[config.mk]
export PLATFORM = sky130hd
export DESIGN_NAME = text_buf_cmd_ctrl_flat
export DESIGN_NICKNAME = d
export VERILOG_FILES = /design/src/rtl/text_buf_cmd_ctrl_if.sv /design/src/rtl/text_buf_cmd_ctrl.sv /design/src/flat_wrapper.sv
export SDC_FILE = /design/constraint.sdc
export NUM_CORES = 1
export LEC_CHECK = 0
export CORE_MARGIN = 2
export CORE_UTILIZATION = 55
export DETAILED_ROUTE_END_ITERATION = 7
export PLACE_DENSITY = 0.87
export SLEW_MARGIN = 30
export SYNTH_ARGS = -nofsm -noshare
export SYNTH_HDL_FRONTEND = slang
export SYNTH_SLANG_ARGS = --single-unit
[constraint.sdc]
create_clock -name clk -period 6.76 [get_ports clk]
set_clock_uncertainty 0.05 [all_clocks]
set_input_delay 1.69 -clock clk [delete_from_list [all_inputs] [get_ports clk]]
set_output_delay 1.69 -clock clk [all_outputs]
set_load 0.02 [all_outputs]
[src/rtl/text_buf_cmd_ctrl_if.sv]
// Command and buffer-write bundle between a requester and text_buf_cmd_ctrl.
// Master issues commands; slave (the controller) drives the buffer RAM write ports.
interface text_buf_cmd_ctrl_if #(
  parameter int ADDR_WIDTH = 13
);
  logic                  cmd_valid;
  logic [1:0]            cmd_code;
  logic [7:0]            cmd_data;
  logic                  cmd_ready;
  logic                  char_we;
  logic [ADDR_WIDTH-1:0] char_addr;
  logic [7:0]            char_data;
  logic                  color_we;
  logic [ADDR_WIDTH-1:0] color_addr;
  logic [7:0]            color_data;
  logic [ADDR_WIDTH-1:0] cursor;
  logic                  busy;

  modport master (
    output cmd_valid, cmd_code, cmd_data,
    input  cmd_ready, char_we, char_addr, char_data,
    input  color_we, color_addr, color_data, cursor, busy
  );

  modport slave (
    input  cmd_valid, cmd_code, cmd_data,
    output cmd_ready, char_we, char_addr, char_data,
    output color_we, color_addr, color_data, cursor, busy
  );
endinterface

[src/rtl/text_buf_cmd_ctrl.sv]
// Text-mode buffer command sequencer: cursor/attribute owner, single-cell stores and clear sweep.
// Optional macro TEXT_CTRL_NEWLINE_EN: STORE of 8'h0A advances the cursor to the next row instead of writing.
module text_buf_cmd_ctrl #(
  parameter int         COLS       = 80,
  parameter int         ROWS       = 60,
  parameter int         ADDR_WIDTH = 13,
  parameter logic [7:0] CLEAR_CHAR = 8'h20,
  parameter logic [7:0] RESET_ATTR = 8'h0F
) (
  input logic               clk,
  input logic               rst,
  text_buf_cmd_ctrl_if.slave bus
);

  localparam int CELLS = COLS * ROWS;
  localparam int SW    = ADDR_WIDTH + 2;
  localparam int NW    = ADDR_WIDTH + 1;
  localparam logic [ADDR_WIDTH-1:0] LAST    = ADDR_WIDTH'(CELLS - 1);
  localparam logic signed [SW-1:0]  COLS_S  = SW'(COLS);
  localparam logic signed [SW-1:0]  CELLS_S = SW'(CELLS);

  localparam logic [1:0] CMD_STORE    = 2'b00;
  localparam logic [1:0] CMD_MOVE     = 2'b01;
  localparam logic [1:0] CMD_SET_ATTR = 2'b10;
  localparam logic [1:0] CMD_CLEAR    = 2'b11;

  typedef enum logic [1:0] {S_IDLE, S_WRITE, S_CLEAR} state_t;

  state_t                 r_state;
  state_t                 w_nextState;
  logic [ADDR_WIDTH-1:0]  r_cursor;
  logic [7:0]             r_attr;
  logic [ADDR_WIDTH-1:0]  r_addr;
  logic [7:0]             r_charData;
  logic [7:0]             r_colorData;

  logic                   w_accept;
  logic                   w_isNewline;
  logic [ADDR_WIDTH-1:0]  w_cursorInc;
  logic [ADDR_WIDTH-1:0]  w_moveCursor;
  logic [ADDR_WIDTH-1:0]  w_nlCursor;
  logic signed [SW-1:0]   w_offset;
  logic signed [SW-1:0]   w_sum;
  logic signed [SW-1:0]   w_adj;

  assign w_accept    = bus.cmd_valid && bus.cmd_ready;
  assign w_cursorInc = (r_cursor == LAST) ? '0 : r_cursor + ADDR_WIDTH'(1);

`ifdef TEXT_CTRL_NEWLINE_EN
  logic [NW-1:0] w_nlNext;
  assign w_isNewline = (bus.cmd_code == CMD_STORE) && (bus.cmd_data == 8'h0A);
  assign w_nlNext    = (NW'(r_cursor) / NW'(COLS) + NW'(1)) * NW'(COLS);
  assign w_nlCursor  = (w_nlNext >= NW'(CELLS)) ? '0 : ADDR_WIDTH'(w_nlNext);
`else
  assign w_isNewline = 1'b0;
  assign w_nlCursor  = r_cursor;
`endif

  // MOVE offset is either a signed cell count or a signed row count scaled by COLS;
  // a single wrap correction is enough since |offset| < CELLS.
  always_comb begin
    w_offset = '0;
    if (bus.cmd_data[7]) begin
      w_offset = SW'($signed(bus.cmd_data[6:0]));
    end else begin
      w_offset = SW'($signed(bus.cmd_data[5:0])) * COLS_S;
    end
    w_sum = $signed({2'b00, r_cursor}) + w_offset;
    if (w_sum[SW-1]) begin
      w_adj = w_sum + CELLS_S;
    end else if (w_sum >= CELLS_S) begin
      w_adj = w_sum - CELLS_S;
    end else begin
      w_adj = w_sum;
    end
  end

  assign w_moveCursor = ADDR_WIDTH'(w_adj);

  always_ff @(posedge clk) begin
    if (!rst) begin
      r_state <= S_IDLE;
    end else begin
      r_state <= w_nextState;
    end
  end

  always_comb begin
    w_nextState = r_state;
    case (r_state)
      S_IDLE: begin
        if (w_accept) begin
          if (bus.cmd_code == CMD_STORE && !w_isNewline) begin
            w_nextState = S_WRITE;
          end else if (bus.cmd_code == CMD_CLEAR) begin
            w_nextState = S_CLEAR;
          end
        end
      end
      S_WRITE: w_nextState = S_IDLE;
      S_CLEAR: begin
        if (r_addr == LAST) begin
          w_nextState = S_IDLE;
        end
      end
      default: w_nextState = S_IDLE;
    endcase
  end

  // During CLEAR r_addr doubles as the sweep counter.
  always_ff @(posedge clk) begin
    if (!rst) begin
      r_cursor    <= '0;
      r_attr      <= RESET_ATTR;
      r_addr      <= '0;
      r_charData  <= '0;
      r_colorData <= '0;
    end else begin
      case (r_state)
        S_IDLE: begin
          if (w_accept) begin
            case (bus.cmd_code)
              CMD_STORE: begin
                if (w_isNewline) begin
                  r_cursor <= w_nlCursor;
                end else begin
                  r_addr      <= r_cursor;
                  r_charData  <= bus.cmd_data;
                  r_colorData <= r_attr;
                  r_cursor    <= w_cursorInc;
                end
              end
              CMD_MOVE:     r_cursor <= w_moveCursor;
              CMD_SET_ATTR: r_attr   <= bus.cmd_data;
              CMD_CLEAR: begin
                r_addr      <= '0;
                r_charData  <= CLEAR_CHAR;
                r_colorData <= r_attr;
              end
              default: ;
            endcase
          end
        end
        S_CLEAR: begin
          if (r_addr == LAST) begin
            r_addr   <= '0;
            r_cursor <= '0;
          end else begin
            r_addr <= r_addr + ADDR_WIDTH'(1);
          end
        end
        default: ;
      endcase
    end
  end

  assign bus.cmd_ready  = (r_state == S_IDLE) && rst;
  assign bus.char_we    = (r_state != S_IDLE);
  assign bus.color_we   = (r_state != S_IDLE);
  assign bus.char_addr  = r_addr;
  assign bus.color_addr = r_addr;
  assign bus.char_data  = r_charData;
  assign bus.color_data = r_colorData;
  assign bus.cursor     = r_cursor;
  assign bus.busy       = (r_state == S_CLEAR);

endmodule

[src/flat_wrapper.sv]
// flat-port wrapper written by rule: the top's interface ports become plain ports
module text_buf_cmd_ctrl_flat 
#(
  parameter int         COLS       = 80,
  parameter int         ROWS       = 60,
  parameter int         ADDR_WIDTH = 13,
  parameter logic [7:0] CLEAR_CHAR = 8'h20,
  parameter logic [7:0] RESET_ATTR = 8'h0F
)
  (clk, rst, bus_cmd_valid, bus_cmd_code, bus_cmd_data, bus_cmd_ready, bus_char_we, bus_char_addr, bus_char_data, bus_color_we, bus_color_addr, bus_color_data, bus_cursor, bus_busy);
  text_buf_cmd_ctrl_if #(.ADDR_WIDTH(ADDR_WIDTH)) bus_i ();
  input logic clk;
  input logic rst;
  input wire logic [$bits(bus_i.cmd_valid)-1:0] bus_cmd_valid;
  input wire logic [$bits(bus_i.cmd_code)-1:0] bus_cmd_code;
  input wire logic [$bits(bus_i.cmd_data)-1:0] bus_cmd_data;
  output wire logic [$bits(bus_i.cmd_ready)-1:0] bus_cmd_ready;
  output wire logic [$bits(bus_i.char_we)-1:0] bus_char_we;
  output wire logic [$bits(bus_i.char_addr)-1:0] bus_char_addr;
  output wire logic [$bits(bus_i.char_data)-1:0] bus_char_data;
  output wire logic [$bits(bus_i.color_we)-1:0] bus_color_we;
  output wire logic [$bits(bus_i.color_addr)-1:0] bus_color_addr;
  output wire logic [$bits(bus_i.color_data)-1:0] bus_color_data;
  output wire logic [$bits(bus_i.cursor)-1:0] bus_cursor;
  output wire logic [$bits(bus_i.busy)-1:0] bus_busy;
  assign bus_i.cmd_valid = bus_cmd_valid;
  assign bus_i.cmd_code = bus_cmd_code;
  assign bus_i.cmd_data = bus_cmd_data;
  assign bus_cmd_ready = bus_i.cmd_ready;
  assign bus_char_we = bus_i.char_we;
  assign bus_char_addr = bus_i.char_addr;
  assign bus_char_data = bus_i.char_data;
  assign bus_color_we = bus_i.color_we;
  assign bus_color_addr = bus_i.color_addr;
  assign bus_color_data = bus_i.color_data;
  assign bus_cursor = bus_i.cursor;
  assign bus_busy = bus_i.busy;
  text_buf_cmd_ctrl #(.COLS(COLS), .ROWS(ROWS), .ADDR_WIDTH(ADDR_WIDTH), .CLEAR_CHAR(CLEAR_CHAR), .RESET_ATTR(RESET_ATTR)) u_core (.clk(clk), .rst(rst), .bus(bus_i));
endmodule
==> results of run 1 <==
==> layout by cell type, fill, tap and decap left out, drive strengths merged, types with 3 or more instances in the layout <==
cell           count
a211o              4
a211oi             4
a21boi            20
a21o              11
a21oi             35
a221oi             3
a22oi              6
and2               9
and3              14
buf                4
clkbuf             5
clkdlybuf4s50     71
dfxtp             52
ha                30
inv               19
mux2i              4
nand2             82
nand2b             5
nand3             24
nand3b            10
nand4              4
nor2              40
nor2b             12
nor3              11
nor3b              4
o211a              7
o211ai            11
o21a               5
o21ai             33
o311ai             3
o31ai              5
or2                4
or3                3
xnor2             15
xor2               9
==> cell families after synthesis <==
group,Yosys count
xor+xnor,24
buf+inv,61
mux,6
fa+ha+maj,32
simple gates,231
compound gates,171
flops,52
==> power groups by stage <==
stage | Clock, mW | Combinational [mW] | Sequential, mW
finish | 0.200 | 0.323 | 0.335
global route | 0.214 | 0.354 | 0.337
CTS | 0.201 | 0.318 | 0.335
detailed placement | 0 | 0.316 | 0.342
global placement | 0 | 0.307 | 0.341
floorplan | 0 | 0.232 | 0.348
==> layout make-up <==
type	instances	area, sq um	share of cell area, %
clock buffers	5	68.8	1.34
inverters	17	63.8	1.24
repair buffers	75	741	14.4
flip-flops and latches	52	1040	20.3
well taps	102	128	2.48
clock inverters	3	28.8	0.560
multi-input cells	464	3070	59.7
==> flip-flops by register name, indices dropped and copies added, names as in the netlist <==
signal                 flops
u_core.bus.char_data       8
u_core.bus.color_data      8
u_core.r_attr              8
u_core.bus.char_addr      13
u_core.bus.cursor         13
u_core.r_state             2
==> routing by layer <==
layer,share of wire [%],wire (microns),global-route usage [%],vias to the layer above
met5,0,0,0,-
met4,1.1,132,6.99,0
met3,5.6,642,3.14,13
met2,50,5770,46.2,154
met1,43,4960,33.8,2074
li1,-,-,-,2157
==> stage by stage <==
step	utilization (%)	cells	worst slack [ns]	power (mW)	cell area, sq um
3_3_place_gp	65.2	710	0.646	0.648	5040
3_5_place_dp	65.2	710	0.499	0.658	5040
4_1_cts	66.5	718	0.837	0.854	5140
5_1_grt	66.5	718	0.606	0.905	5140
2_1_floorplan	-	577	1.39	0.580	4410
6_report	66.5	718	0.747	0.858	5140
==> worst max-delay path: stages <==
cell,delay [ns]
clkdlybuf4s50_1,0.57
ha_1,0.28
ha_1,0.23
fa_1,0.48
inv_1,0.04
o21ai_0,0.15
ha_1,0.37
a21o_1,0.24
a21o_1,0.21
a221oi_2,0.38
o21ai_0,0.16
xnor2_1,0.48
a221oi_4,0.13
or4_1,0.49
a32o_1,0.25
==> worst max-delay path by stage <==
stage / start / endpoint / slack (ns)
finish: bus_cmd_data[3] / u_core.bus.cursor[12]$_SDFFE_PN0P_ / 0.75
CTS: bus_cmd_data[3] / u_core.bus.cursor[12]$_SDFFE_PN0P_ / 0.84
global placement: bus_cmd_data[3] / u_core.bus.cursor[12]$_SDFFE_PN0P_ / 0.65
global route: bus_cmd_data[3] / u_core.bus.cursor[12]$_SDFFE_PN0P_ / 0.61
detailed placement: bus_cmd_data[3] / u_core.bus.cursor[12]$_SDFFE_PN0P_ / 0.50
floorplan: bus_cmd_data[2] / u_core.bus.cursor[8]$_SDFFE_PN0P_ / 1.39
==> impl_metrics.env, run 1 <==
export IMPL_p_seq_share_pct=39.1
export IMPL_synthAdderAreaFrac_pct=9.42
export IMPL_cellPowerDensity_nw_per_um2=167
export IMPL_drc_errors=0
export IMPL_clockBufferDepth=2
export IMPL_ctsResizeCount=0
export IMPL_htree_levels=2
export IMPL_die_y_microns=93.5
export IMPL_setup_viol=0
export IMPL_synth_common_cells="nand2_1, dfxtp_1, nor2_1"
export IMPL_rsz0062_at_grt="no"
export IMPL_r2r_slack_ns=2.72
export IMPL_die_area_sq_um=8750
export IMPL_cts_setup_buffers=0
export IMPL_yosysTopAreaCell="dfxtp_1"
export IMPL_core_area_sq_um=7730
export IMPL_synth_edf_count=0
export IMPL_whs_ns=0.424
export IMPL_nFillCells=649
export IMPL_ys_flop_type="dfxtp_1"
export IMPL_slew_headroom_pct=45.5
export IMPL_yosysMostFrequentCell="nand2_1"
export IMPL_reg2reg_to="u_core.bus.cursor[12]$_SDFFE_PN0P_"
export IMPL_cap_viol_max_count=0
export IMPL_synthToLayoutAreaGrowth_pct=16.6
export IMPL_synth_xor_xnor_area_share_pct=4.77
export IMPL_syn_nets=622
export IMPL_muxShareOfSynthArea_pct=1.42
export IMPL_worst_ir_drop_vdd_v=0.000111
export IMPL_p_comb_share_pct=37.6
export IMPL_internal_power_mw=0.533
export IMPL_synth_seq_cells=52
export IMPL_num_vias=4398
export IMPL_gr_total_overflow=0
export IMPL_yosys_area_top_type_share_pct=23.6
export IMPL_max_freq_ghz=0.166
export IMPL_hold_viol_final=0
export IMPL_finalSetupTns_ns=0
export IMPL_p_switching_mw=0.325
export IMPL_p_clk_share_pct=23.3
export IMPL_worstPathMaxFanout=11
export IMPL_cts_tree="built"
export IMPL_critPathLaunchType="input pin"
export IMPL_grt_pass1_vias=4099
export IMPL_portBuffers=71
export IMPL_synth_cells=577
export IMPL_routed_via_density=6.13
export IMPL_synth_compound_area_share_pct=28.1
export IMPL_reg2regPathDepth=12
export IMPL_post_route_period_util_pct=88.9
export IMPL_cts_sinks=52
export IMPL_worst_pin_slew_ns=0.811
export IMPL_synth_top_family_by_area="compound AO/OA/AOI/OAI gates"
export IMPL_initial_core_util_pct=57.0
export IMPL_wl_per_cell_microns=16.0
export IMPL_io_pins=72
export IMPL_switching_share_pct=37.9
export IMPL_dieWidth_microns=93.5
export IMPL_cp_arrival_ns=6.18
export IMPL_worstSetupPathType="in2reg"
export IMPL_netlist_area_sq_um=4410
export IMPL_finalNetCount=660
export IMPL_grt_pass1_wl_microns=19000
export IMPL_whs_path_depth=2
export IMPL_yosys_area_share_simple_pct=25.9
export IMPL_yosys_warnings=0
export IMPL_min_to="u_core.bus.color_data[2]$_SDFFE_PN0P_"
export IMPL_syn_avg_cell_area_sq_um=7.64
export IMPL_synthTopCellsByArea="dfxtp_1, ha_1, nand2_1"
export IMPL_root_buffer="clkbuf_8"
export IMPL_numCtsBuffers=5
export IMPL_drive_gt1_share_pct=4.87
export IMPL_place_hpwl_microns=8780
export IMPL_drt_wl_total_microns=11500
export IMPL_place_gp_congestion=0.937
export IMPL_yosysSeqAreaShare_pct=23.6
export IMPL_rows=32
export IMPL_hold_class="reg2reg"
export IMPL_diodes=0
export IMPL_ant_nets=0
export IMPL_drt_pass1_iterations=5
export IMPL_antenna_found_initial=0
export IMPL_grt_max_degree=51
export IMPL_drv_slew=0
export IMPL_grt_usage_pct=26.2
export IMPL_clock_latency_ns=0.32
export IMPL_fin_crit_ns=6.01
export IMPL_cellLeakagePower_nw=2.02
export IMPL_synth_cell_types=73
export IMPL_outcome="completed"
export IMPL_path_clk_slew_ns=0.11
export IMPL_ctsHoldBuffers=0
export IMPL_drt_initial_drc_count=198
export IMPL_ys_async_sr_fraction_pct=0
export IMPL_worstPathRequired_ns=6.92
export IMPL_crit_path_end_kind="register"
export IMPL_timing_rr_start="u_core.bus.cursor[0]$_SDFFE_PN0P_"
export IMPL_min_from="u_core.bus.color_data[2]$_SDFFE_PN0P_"
Power figures use the tool's default switching activity.
==> inputs of run 2 (changes only) <==
- SKIP_LAST_GASP: not set -> 1
==> results of run 2 <==
No change in the layout: final DEF, timing and power equal those of run 1.
==> inputs of run 3 (changes only) <==
--- a/constraint.sdc
+++ b/constraint.sdc
@@ -4,2 +4,2 @@
 set_output_delay 1.69 -clock clk [all_outputs]
-set_load 0.02 [all_outputs]
+set_load 0.005 [all_outputs]
==> results of run 3 <==
The final DEF is identical to that of run 1. Status: completed.
Among the figures that moved: total power 0.858 mW -> 0.841 mW
